### src/rtl/folding_2_ctrl_if.sv
// Sample/config bus between the host/sample source and folding_2_ctrl.
//   x_in     : input sample from the source
//   x_valid  : x_in is valid
//   x_ready  : controller accepts a sample this cycle
//   cfg_we   : coefficient write strobe
//   cfg_sel  : 0 selects a, 1 selects b
//   cfg_data : coefficient value
// master = source/host side, slave = controller side.
interface folding_2_ctrl_if #(
  parameter int n = 16
);
  logic [n-1:0] x_in;
  logic         x_valid;
  logic         x_ready;
  logic         cfg_we;
  logic         cfg_sel;
  logic [n-1:0] cfg_data;

  modport master (
    output x_in, x_valid, cfg_we, cfg_sel, cfg_data,
    input  x_ready
  );

  modport slave (
    input  x_in, x_valid, cfg_we, cfg_sel, cfg_data,
    output x_ready
  );
endinterface

### src/rtl/folding_2_ctrl.sv
// Sequencer for the 2-folded IIR datapath Y[n] = a*Y[n-3] + b*Y[n-5] + X[n].
// Produces the fold phase (switch) and the datapath advance enable (dp_en),
// accepts input samples, holds the coefficient registers, qualifies output
// samples (y_valid) and runs a zero-fill flush after stop.
// Ports:
//   clk, rst     : rising-edge clock, asynchronous active-low reset
//   start, stop  : single-cycle control pulses
//   bus          : sample handshake and coefficient write bus (slave side)
//   x_out        : registered sample fed to the datapath
//   coef_a/b     : registered coefficients
//   switch       : fold phase (0 = P0, 1 = P1)
//   dp_en        : datapath advance enable
//   y_valid      : datapath output is valid this cycle
//   cfg_err      : pulse when a coefficient write is rejected
//   busy         : controller is not idle
//   sample_cnt   : saturating count of accepted samples
module folding_2_ctrl #(
  parameter int n         = 16,
  parameter int WARMUP    = 5,
  parameter int FLUSH_LEN = 5,
  parameter int CW        = 16
) (
  input  logic                clk,
  input  logic                rst,
  input  logic                start,
  input  logic                stop,
  folding_2_ctrl_if.slave     bus,
  output logic [n-1:0]        x_out,
  output logic [n-1:0]        coef_a,
  output logic [n-1:0]        coef_b,
  output logic                switch,
  output logic                dp_en,
  output logic                y_valid,
  output logic                cfg_err,
  output logic                busy,
  output logic [CW-1:0]       sample_cnt
);

  localparam int FCW = (FLUSH_LEN < 2) ? 1 : $clog2(FLUSH_LEN);

  typedef enum logic [2:0] {
    IDLE,
    RUN_P0,
    RUN_P1,
    FLUSH_P0,
    FLUSH_P1
  } state_t;

  state_t         state;
  state_t         state_nxt;
  logic           stop_pend;
  logic [FCW-1:0] flush_cnt;
  logic           x_ready;
  logic           enter_flush;
  logic           accept;
  logic           flush_done;

  assign bus.x_ready = x_ready;
  assign busy        = (state != IDLE);
  assign accept      = (state == RUN_P0) && bus.x_valid;
  assign flush_done  = (flush_cnt == FCW'(FLUSH_LEN - 1));
  // A stop seen in this RUN_P1 cycle counts the same as an earlier pending one.
  assign enter_flush = (state == RUN_P1) && (stop_pend || stop);

  // Next-state and phase decode. Outputs depend on state only, except dp_en in
  // RUN_P0 which follows x_valid so a stalled P0 freezes the datapath.
  always_comb begin
    state_nxt = state;
    switch    = 1'b0;
    dp_en     = 1'b0;
    x_ready   = 1'b0;
    case (state)
      IDLE: begin
        if (start) state_nxt = RUN_P0;
      end
      RUN_P0: begin
        x_ready = 1'b1;
        dp_en   = bus.x_valid;
        if (bus.x_valid) state_nxt = RUN_P1;
      end
      RUN_P1: begin
        switch    = 1'b1;
        dp_en     = 1'b1;
        state_nxt = enter_flush ? FLUSH_P0 : RUN_P0;
      end
      FLUSH_P0: begin
        dp_en     = 1'b1;
        state_nxt = FLUSH_P1;
      end
      FLUSH_P1: begin
        switch    = 1'b1;
        dp_en     = 1'b1;
        state_nxt = flush_done ? IDLE : FLUSH_P0;
      end
      default: state_nxt = IDLE;
    endcase
  end

  // State register plus all registered outputs. Coefficients only change in
  // IDLE, so they are constant across a whole run; late writes flag cfg_err.
  always_ff @(posedge clk or negedge rst) begin
    if (!rst) begin
      state      <= IDLE;
      stop_pend  <= 1'b0;
      flush_cnt  <= '0;
      x_out      <= '0;
      coef_a     <= '0;
      coef_b     <= '0;
      y_valid    <= 1'b0;
      cfg_err    <= 1'b0;
      sample_cnt <= '0;
    end else begin
      state <= state_nxt;

      if (bus.cfg_we && (state == IDLE)) begin
        if (bus.cfg_sel) coef_b <= bus.cfg_data;
        else             coef_a <= bus.cfg_data;
      end
      cfg_err <= bus.cfg_we && (state != IDLE);

      if (enter_flush) begin
        stop_pend <= 1'b0;
      end else if (stop && ((state == RUN_P0) || (state == RUN_P1))) begin
        stop_pend <= 1'b1;
      end

      if ((state == IDLE) && start) begin
        sample_cnt <= '0;
      end else if (accept && (sample_cnt != '1)) begin
        sample_cnt <= sample_cnt + 1'b1;
      end

      if (accept) begin
        x_out <= bus.x_in;
      end else if (enter_flush) begin
        x_out <= '0;
      end

      if (state == FLUSH_P1) begin
        flush_cnt <= flush_done ? '0 : flush_cnt + 1'b1;
      end

      // The datapath output settles one cycle after each P1 step.
      y_valid <= ((state == RUN_P1) || (state == FLUSH_P1)) &&
                 (sample_cnt >= CW'(WARMUP));
    end
  end

endmodule

### src/flat_wrapper.sv
// flat-port wrapper written by rule: the top's interface ports become plain ports
module folding_2_ctrl_flat 
#(
  parameter int n         = 16,
  parameter int WARMUP    = 5,
  parameter int FLUSH_LEN = 5,
  parameter int CW        = 16
)
  (clk, rst, start, stop, x_out, coef_a, coef_b, switch, dp_en, y_valid, cfg_err, busy, sample_cnt, bus_x_in, bus_x_valid, bus_cfg_we, bus_cfg_sel, bus_cfg_data, bus_x_ready);
  folding_2_ctrl_if #(.n(n)) bus_i ();
  input  logic clk;
  input  logic rst;
  input  logic start;
  input  logic stop;
  output logic [n-1:0] x_out;
  output logic [n-1:0] coef_a;
  output logic [n-1:0] coef_b;
  output logic switch;
  output logic dp_en;
  output logic y_valid;
  output logic cfg_err;
  output logic busy;
  output logic [CW-1:0] sample_cnt;
  input wire logic [$bits(bus_i.x_in)-1:0] bus_x_in;
  input wire logic [$bits(bus_i.x_valid)-1:0] bus_x_valid;
  input wire logic [$bits(bus_i.cfg_we)-1:0] bus_cfg_we;
  input wire logic [$bits(bus_i.cfg_sel)-1:0] bus_cfg_sel;
  input wire logic [$bits(bus_i.cfg_data)-1:0] bus_cfg_data;
  output wire logic [$bits(bus_i.x_ready)-1:0] bus_x_ready;
  assign bus_i.x_in = bus_x_in;
  assign bus_i.x_valid = bus_x_valid;
  assign bus_i.cfg_we = bus_cfg_we;
  assign bus_i.cfg_sel = bus_cfg_sel;
  assign bus_i.cfg_data = bus_cfg_data;
  assign bus_x_ready = bus_i.x_ready;
  folding_2_ctrl #(.n(n), .WARMUP(WARMUP), .FLUSH_LEN(FLUSH_LEN), .CW(CW)) u_core (.clk(clk), .rst(rst), .start(start), .stop(stop), .bus(bus_i), .x_out(x_out), .coef_a(coef_a), .coef_b(coef_b), .switch(switch), .dp_en(dp_en), .y_valid(y_valid), .cfg_err(cfg_err), .busy(busy), .sample_cnt(sample_cnt));
endmodule
### config.mk
export PLATFORM = sky130hd
export DESIGN_NAME = folding_2_ctrl_flat
export DESIGN_NICKNAME = d
export VERILOG_FILES = /design/src/rtl/folding_2_ctrl_if.sv /design/src/rtl/folding_2_ctrl.sv /design/src/flat_wrapper.sv
export SDC_FILE = /design/constraint.sdc
export NUM_CORES = 1
export LEC_CHECK = 0
export CORE_ASPECT_RATIO = 0.7
export CORE_MARGIN = 4
export CORE_UTILIZATION = 49
export DETAILED_ROUTE_END_ITERATION = 8
export MAX_ROUTING_LAYER = met4
export PLACE_DENSITY = 0.95
export SYNTH_ARGS = -nofsm -noshare
export SYNTH_HDL_FRONTEND = slang
export SYNTH_SLANG_ARGS = --single-unit
### constraint.sdc
create_clock -name clk -period 5.3 [get_ports clk]
set_clock_uncertainty 0.2 [all_clocks]
set_input_delay 0.795 -clock clk [delete_from_list [all_inputs] [get_ports clk]]
set_output_delay 0.795 -clock clk [all_outputs]
set_load 0.005 [all_outputs]
==> flow_metrics.env, run 1 <==
export IMPL_highest_layer="met4"
export IMPL_yosysWarnings=0
export IMPL_max_cap_viol_count=0
export IMPL_crit_top_cell="clkdlybuf4s50_1"
export IMPL_root_buffer="clkbuf_8"
export IMPL_worstPathMaxFanout=5
export IMPL_r2r_end="u_core.sample_cnt[13]$_DFFE_PN0P_"
export IMPL_ctsHoldBuffers=0
export IMPL_reg2reg_from="u_core.sample_cnt[1]$_DFFE_PN0P_"
export IMPL_cts_tree="yes"
export IMPL_slowest_delay_ns=0.56
export IMPL_core_area_um2=6340
export IMPL_rrSetupSlack_ns=2.65
export IMPL_wl_met3_um=588
export IMPL_die_h_um=76.1
export IMPL_critPathKind="in -> out"
export IMPL_die_w_um=105
export IMPL_via_per_inst=5.74
export IMPL_peakVddDrop_v=0.000320
export IMPL_syn_inst=273
export IMPL_end_kind="output port"
export IMPL_gp_congestion=0.863
export IMPL_power_density_nw_per_um2=508
export IMPL_fin_util_pct=72.7
export IMPL_synth_xor_area_share_pct=0
export IMPL_grt_max_degree=56
export IMPL_met2_length_mm=4.54
export IMPL_ys_flop_type="dfrtp_1"
export IMPL_drv_slew=0
export IMPL_drive_above_1_share_pct=7.49
export IMPL_synth_seq_area_share_pct=56.3
export IMPL_num_rows=24
export IMPL_drt_total_wl_mm=9.05
export IMPL_wl_per_cell_um=18.9
export IMPL_min_period_over_period_pct=58.6
export IMPL_slew_headroom_pct=14.7
export IMPL_hpwl_mm=6.52
export IMPL_antenna_found_initial=0
export IMPL_insertion_delay_ns=0.34
export IMPL_cts_clk_slew_worst_paths_ns=0.08
export IMPL_hp_class="in -> async"
export IMPL_ios=109
export IMPL_ff2ff_path_depth=5
export IMPL_numPortBuffers=108
export IMPL_first_pass_iters=4
export IMPL_drt_iter0_drc=227
export IMPL_syn_avg_cell_area_um2=11.9
export IMPL_postCtsSetupBuffers=0
export IMPL_cts_buffers=9
export IMPL_final_setup_viol_count=0
export IMPL_synth_edf_count=0
export IMPL_post_cts_resized=0
export IMPL_worst_slew_pin_slew_ns=1.28
export IMPL_worstPathCellList="clkdlybuf4s50_1, a21oi_1, o21ai_0, clkdlybuf4s50_1"
export IMPL_grt_pass1_vias=2763
export IMPL_synthesis_nets=317
export IMPL_synth_compound_area_share_pct=11.4
export IMPL_period_minus_slack_ns=3.11
export IMPL_finalSetupTns_ns=0
export IMPL_start_util_pct=51.2
export IMPL_final_common_cell="clkdlybuf4s50_1"
export IMPL_syn_cell_area_um2=3250
export IMPL_synthSimpleGateAreaFrac_pct=14.8
export IMPL_cp_data_arrival_time_ns=2.11
export IMPL_critPathLaunchType="input pin"
export IMPL_grt_ovfl_total=0
export IMPL_synth_top_family_by_area="simple AND/OR/NAND/NOR gates"
export IMPL_p_total_mw=2.34
export IMPL_finalHoldViolCount=0
export IMPL_cts_sinks=73
export IMPL_fin_nets=426
export IMPL_final_cell_mix="clkdlybuf4s50_1, dfrtp_1, mux2_1, nand2_1, a22o_1"
export IMPL_num_antenna_cells=0
export IMPL_cts_path_max_buffers=2
export IMPL_async_reset_ff_share_pct=100
export IMPL_cts_htree_levels=3
export IMPL_ys_types=39
export IMPL_grt_pass1_wl_mm=15.1
export IMPL_synth_mux_area_share_pct=12.7
export IMPL_drc=0
export IMPL_ys_ff_latch=73
export IMPL_rsz0062_at_grt="no"
export IMPL_wl_met1_mm=3.70
export IMPL_max_freq_ghz=0.322
export IMPL_ant_nets=0
export IMPL_slowest_stage="clkdlybuf4s50_1"
export IMPL_num_vias=2744
export IMPL_status="completed"
export IMPL_cp_required_ns=4.30
export IMPL_power_leakage_nw=1.97
export IMPL_dieArea_um2=8010
export IMPL_area_growth_pct=42.0
export IMPL_track_usage_pct=24.4
export IMPL_synthAdderAreaFrac_pct=1.93
[synth_stat cells (5+ instances only)]
cell type  number  area (µm²)
nor3_1          8        40.0
mux2_2          7        78.8
a22o_1         16         140
nor4_1          5        31.3
clkbuf_1        8        30.0
nand2_1        16        60.1
o21ai_0         8        40.0
nor2_1         12        45.0
mux2_1         26         293
inv_1          11        41.3
a31oi_1         6        37.5
dfrtp_1        73        1830
nand4_1         8        50.1
nand3_1        11        55.1
ha_1            5        62.6
[cell type report]
cell class                      count  area (µm²)
Clock buffer                       11         131
Clock inverter                      5        78.8
Fill cell                         444        1730
Inverter                           11        41.3
Multi-Input combinational cell    177        1330
Sequential cell                    73        1830
Tap cell                           91         114
Timing Repair Buffer              110        1090
[through the flow]
stage               setup slack (ns)  hold WS, ns  instance area (µm²)  cells
finish                          2.19        0.183                 4610    478
global route                    2.09        0.189                 4610    478
CTS                             2.19        0.173                 4610    478
detailed placement              1.99        0.274                 4400    462
global placement                2.11        0.267                 4400    462
floorplan                       3.08        0.273                 3250    273
[sequential cells by signal, summed over array words and instances, names as in the netlist]
signal / flops
u_core.state: 3
u_core.sample_cnt: 16
u_core.y_valid: 1
u_core.coef_a: 16
u_core.x_out: 16
u_core.cfg_err: 1
u_core.flush_cnt: 3
u_core.coef_b: 16
u_core.stop_pend: 1
[how the worst max path moves through the flow]
stage	startpoint	to
floorplan	u_core.sample_cnt[0]$_DFFE_PN0P_	u_core.sample_cnt[11]$_DFFE_PN0P_
global placement	bus_x_valid	u_core.sample_cnt[13]$_DFFE_PN0P_
detailed placement	bus_x_valid	u_core.sample_cnt[14]$_DFFE_PN0P_
CTS	bus_x_valid	dp_en
global route	bus_x_valid	dp_en
finish	bus_x_valid	dp_en
[cell families (layout without fill, tap and decap cells)]
| kind of cell | Yosys count | after routing |
|---|---|---|
| simple gates | 85 | 85 |
| flops | 73 | 73 |
| fa+ha+maj | 5 | 5 |
| compound gates | 50 | 50 |
| mux | 37 | 37 |
| buf+inv | 23 | 137 |
[critical path, delay by kind of cell]
kind / cells / cell delay [ns]
AO/OA/AOI/OAI: 2 / 0.23
buffers and inverters: 2 / 1.08
[per-layer routing]
layer	track usage, %	vias to the layer above
met3	5.00	17
met2	39.3	144
met5	-	-
li1	-	1237
met1	30.7	1346
met4	9.04	0
[report_power, final]
group | total, mW | internal, mW | switching (mW)
Sequential | 0.925 | 0.767 | 0.158
Combinational | 0.949 | 0.561 | 0.388
Clock | 0.468 | 0.266 | 0.202
Total | 2.34 | 1.59 | 0.748
Power figures use the tool's default switching activity.
==> run 2, diff against run 1 <==
- CORE_UTILIZATION: 49 -> 41
- PLACE_DENSITY: 0.95 -> 0.86
- clock period: 5.3 -> 2.6 ns (I/O delays scaled with it)
==> flow_metrics.env, run 2 (synthesis results as in run 1) <==
export IMPL_max_cap_viol_count=0
export IMPL_dieArea_um2=9430
export IMPL_drt_total_wl_mm=8.85
export IMPL_status="completed"
export IMPL_cts_path_max_buffers=2
export IMPL_cts_buffers=9
export IMPL_switchingPower_mw=1.54
export IMPL_num_antenna_cells=0
export IMPL_peakVddDrop_v=0.000791
export IMPL_top_usage_layer="met2"
export IMPL_start_util_pct=43.4
export IMPL_antenna_found_initial=0
export IMPL_intPower_mw=3.60
export IMPL_p_clk_share_pct=25.4
export IMPL_ios=109
export IMPL_power_density_nw_per_um2=1070
export IMPL_min_period_over_period_pct=95.5
export IMPL_insertion_delay_ns=0.32
export IMPL_worst_slew_pin_slew_ns=0.911
export IMPL_root_buffer="clkbuf_16"
export IMPL_holdWs_ns=0.00221
export IMPL_use_met1_pct=27.5
export IMPL_comb_power_share_pct=38.2
export IMPL_grtUsageMet3_pct=5.97
export IMPL_core_area_um2=7480
export IMPL_cts_sinks=73
export IMPL_via_per_inst=5.49
export IMPL_die_h_um=82.5
export IMPL_cp_required_ns=2.01
export IMPL_max_freq_ghz=0.403
export IMPL_grt_ovfl_total=0
export IMPL_num_vias=2723
export IMPL_reg2reg_from="u_core.sample_cnt[1]$_DFFE_PN0P_"
export IMPL_finalHoldViolCount=0
export IMPL_track_usage_pct=20.2
export IMPL_critPathLaunchType="flip-flop"
export IMPL_grt_pass1_vias=2754
export IMPL_worstPathCellList="nand2b_1, a21oi_2, clkdlybuf4s50_1"
export IMPL_final_common_cell="clkdlybuf4s50_1"
export IMPL_numPortBuffers=108
export IMPL_ant_nets=0
export IMPL_area_growth_pct=48.4
export IMPL_die_w_um=114
export IMPL_end_kind="output port"
export IMPL_ff2ff_path_depth=5
export IMPL_cp_data_arrival_time_ns=1.89
export IMPL_period_minus_slack_ns=2.48
export IMPL_hp_class="in -> async"
export IMPL_slew_headroom_pct=39.3
export IMPL_fin_cells=496
export IMPL_drc=0
export IMPL_drive_above_1_share_pct=10.8
export IMPL_finish_instance_area_um2=4820
export IMPL_cts_htree_levels=3
export IMPL_drt_iter0_drc=144
export IMPL_p_sw_share_pct=29.9
export IMPL_critPathKind="reg -> out"
export IMPL_slowest_stage="clkdlybuf4s50_1"
export IMPL_ctsHoldBuffers=0
export IMPL_gr_usage_met2_pct=30.0
export IMPL_worstPathMaxFanout=14
export IMPL_num_rows=26
export IMPL_slowest_delay_ns=0.55
export IMPL_rrSetupSlack_ns=0.19
export IMPL_cts_clk_slew_worst_paths_ns=0.06
export IMPL_cts_tree="yes"
export IMPL_seqPwrFrac_pct=36.4
export IMPL_final_cell_mix="clkdlybuf4s50_1, dfrtp_1, mux2_1, nand2_1, a22o_1"
export IMPL_r2r_end="u_core.sample_cnt[10]$_DFFE_PN0P_"
export IMPL_first_pass_iters=4
export IMPL_gp_congestion=0.921
export IMPL_place_inst=480
export IMPL_hpwl_mm=6.47
export IMPL_drv_slew=0
export IMPL_power_leakage_nw=2.07
export IMPL_wl_per_cell_um=17.8
export IMPL_grt_max_degree=74
export IMPL_fin_nets=437
export IMPL_place_area_um2=4490
export IMPL_grt_pass1_wl_mm=14.4
export IMPL_p_total_mw=5.14
export IMPL_final_setup_viol_count=0
run 2: area by class of cell:
class	count	area, µm²
Timing Repair Buffer	121	1180
Clock buffer	10	229
Multi-Input combinational cell	177	1330
Tap cell	98	123
Fill cell	609	2670
Clock inverter	6	91.3
Sequential cell	73	1830
Inverter	11	41.3
run 2: routing by layer:
metal	part of all wire (%)	wire length, µm
met1	47	4130
met2	46	4030
met3	6.6	586
met4	1.1	101
met5	0	0
run 2: repair_timing:
item / 4_1_cts / 5_1_grt
resized for setup: 0 / 2
endpoints found under the setup margin: 0 / 2
buffers inserted: 0 / 0
run 2: critical path, delay by kind of cell (launching register included):
kind | cells | cell delay (ns)
flops | 1 | 0.51
simple gates | 1 | 0.27
compound gates | 1 | 0.24
buf+inv | 1 | 0.55
run 2: power by group through the flow:
stage / clock network [mW] / logic (mW) / registers (mW)
final: 1.30 / 1.96 / 1.87
after CTS: 1.34 / 1.99 / 1.87
after global routing: 1.40 / 2.14 / 1.93
after floorplan: 0 / 0.793 / 1.84
after global placement: 0 / 1.93 / 1.85
after detailed placement: 0 / 1.97 / 1.88
run 2: stage by stage:
stage	setup slack, ns	util, %	setup TNS (ns)
after floorplan	0.378	-	0
after global placement	0.314	60.1	0
after detailed placement	0.250	60.1	0
after CTS	0.0105	64.3	0
after global routing	-0.00164	64.4	-0.00164
final	0.116	64.4	0
run 2: worst max-delay path by stage:
stage                                     start                                 to  cells after the start  slack [ns]
2_1_floorplan  u_core.sample_cnt[0]$_DFFE_PN0P_  u_core.sample_cnt[11]$_DFFE_PN0P_                      6        0.38
3_3_place_gp                        bus_x_valid                              dp_en                      4        0.31
3_5_place_dp   u_core.sample_cnt[1]$_DFFE_PN0P_  u_core.sample_cnt[10]$_DFFE_PN0P_                      5        0.25
4_1_cts             u_core.state[2]$_DFFE_PN0P_                             switch                      3        0.01
5_1_grt             u_core.state[1]$_DFFE_PN0P_                              dp_en                      4      -0.002
6_report            u_core.state[2]$_DFFE_PN0P_                             switch                      3        0.12
==> run 3, diff against run 2 <==
- CAP_MARGIN: unset -> 30
- PLACE_DENSITY: 0.86 -> 0.76
==> flow_metrics.env, run 3 (synthesis results as in run 1) <==
export IMPL_status="completed"
export IMPL_grt_pass1_vias=2697
export IMPL_wl_per_cell_um=17.9
export IMPL_root_buffer="clkbuf_16"
export IMPL_start_util_pct=43.4
export IMPL_final_setup_viol_count=0
export IMPL_fin_util_pct=65.0
export IMPL_die_w_um=114
export IMPL_ff2ff_path_depth=5
export IMPL_r2r_end="u_core.sample_cnt[11]$_DFFE_PN0P_"
export IMPL_cts_tree="yes"
export IMPL_drive_above_1_share_pct=11.6
export IMPL_core_area_um2=7480
export IMPL_max_cap_viol_count=0
export IMPL_num_rows=26
export IMPL_max_freq_ghz=0.408
export IMPL_postCtsSetupBuffers=0
export IMPL_grtUsageMet3_pct=5.97
export IMPL_finalSetupTns_ns=0
export IMPL_worstPathCellList="ha_1, nand4_2, or4_1, and4_1, a211o_1"
export IMPL_hpwl_mm=6.61
export IMPL_rsz0062_at_grt="no"
export IMPL_critPathCapture="u_core.sample_cnt[11]$_DFFE_PN0P_"
export IMPL_finalHoldViolCount=0
export IMPL_p_total_mw=5.12
export IMPL_grt_max_degree=52
export IMPL_first_pass_iters=4
export IMPL_cts_htree_levels=3
export IMPL_area_growth_pct=49.8
export IMPL_top_usage_layer="met2"
export IMPL_rrSetupSlack_ns=0.15
export IMPL_power_density_nw_per_um2=1050
export IMPL_power_leakage_nw=2.11
export IMPL_grt_ovfl_total=0
export IMPL_gr_usage_met2_pct=30.9
export IMPL_critPathLaunchType="flip-flop"
export IMPL_min_period_over_period_pct=94.3
export IMPL_num_vias=2721
export IMPL_num_antenna_cells=0
export IMPL_drt_total_wl_mm=8.99
export IMPL_dieArea_um2=9430
export IMPL_slew_headroom_pct=62.3
export IMPL_grt_pass1_wl_mm=14.3
export IMPL_cts_sinks=73
export IMPL_drv_slew=0
export IMPL_worst_slew_pin_slew_ns=0.561
export IMPL_drc=0
export IMPL_numPortBuffers=108
export IMPL_die_h_um=82.5
export IMPL_cts_buffers=9
export IMPL_final_cell_mix="clkdlybuf4s50_1, dfrtp_1, mux2_1, buf_4"
export IMPL_gp_congestion=0.917
export IMPL_use_met1_pct=27.0
export IMPL_worstPathMaxFanout=9
export IMPL_antenna_found_initial=0
export IMPL_via_per_inst=5.42
export IMPL_ios=109
export IMPL_critPathKind="reg -> reg"
export IMPL_cp_required_ns=2.60
export IMPL_insertion_delay_ns=0.32
export IMPL_startpoint="u_core.sample_cnt[0]$_DFFE_PN0P_"
export IMPL_cts_path_max_buffers=2
export IMPL_period_minus_slack_ns=2.45
export IMPL_hp_class="reg -> reg"
export IMPL_peakVddDrop_v=0.000565
export IMPL_final_common_cell="clkdlybuf4s50_1"
export IMPL_drt_iter0_drc=139
export IMPL_end_kind="flip-flop"
export IMPL_cts_clk_slew_worst_paths_ns=0.06
export IMPL_cp_data_arrival_time_ns=2.45
export IMPL_reg2reg_from="u_core.sample_cnt[0]$_DFFE_PN0P_"
export IMPL_slowest_delay_ns=0.73
export IMPL_fin_nets=443
export IMPL_track_usage_pct=20.6
export IMPL_ant_nets=0
export IMPL_slowest_stage="or4_1"
## run 3: worst min-delay path by stage
stage          slack (ns)  depth (start not counted)                       endpoint                          start
2_1_floorplan       -0.11                          0       u_core.cfg_err$_DFF_PN0_                            rst
3_3_place_gp         0.19                          1   u_core.coef_b[4]$_DFFE_PN0P_                            rst
3_5_place_dp         0.21                          1   u_core.coef_a[2]$_DFFE_PN0P_                            rst
4_1_cts              0.29                          1   u_core.coef_a[5]$_DFFE_PN0P_   u_core.coef_a[5]$_DFFE_PN0P_
5_1_grt              0.30                          1   u_core.coef_a[7]$_DFFE_PN0P_   u_core.coef_a[7]$_DFFE_PN0P_
6_report             0.28                          1  u_core.coef_a[13]$_DFFE_PN0P_  u_core.coef_a[13]$_DFFE_PN0P_
## run 3: cell type report
cell class	count	area [µm²]
fillers	603	2620
clock buffers	10	229
repair buffers	127	1230
well taps	98	123
flip-flops and latches	73	1830
inverters	11	41.3
clock inverters	6	82.6
multi-input cells	177	1330
## run 3: routing by layer
metal | routed length, µm | part of all wire [%]
met5 | 0 | 0
met4 | 92 | 1.0
met3 | 607 | 6.8
met2 | 4180 | 46
met1 | 4110 | 46
## run 3: worst max-delay path: cells and delay by family (launching register included)
kind	cells	cell delay (ns)
simple gates	3	1.26
compound gates	1	0.27
flops	1	0.35
fa+ha+maj	1	0.26
## run 3: per-stage QoR
| stage | hold slack (ns) | cells | setup WS [ns] | cell area, µm² |
|---|---|---|---|---|
| after floorplan | -0.106 | 273 | 0.378 | 3250 |
| after global placement | 0.191 | 484 | 0.115 | 4530 |
| after detailed placement | 0.208 | 485 | 0.182 | 4540 |
| after CTS | 0.287 | 502 | 0.0877 | 4860 |
| after global routing | 0.299 | 502 | 0.0363 | 4860 |
| final | 0.283 | 502 | 0.148 | 4860 |
## run 3: report_power, final
part | leakage, nW | switching (mW) | internal [mW]
combinational | 1.03 | 0.798 | 1.20
sequential | 0.921 | 0.267 | 1.57
clock | 0.152 | 0.447 | 0.834
## run 3: timing repair
action | in CTS | in global routing
endpoints found under the setup margin | 0 | 1
resized for setup | 0 | 1
hold buffers | 1 | 0
endpoints found under the hold margin | 22 | 0
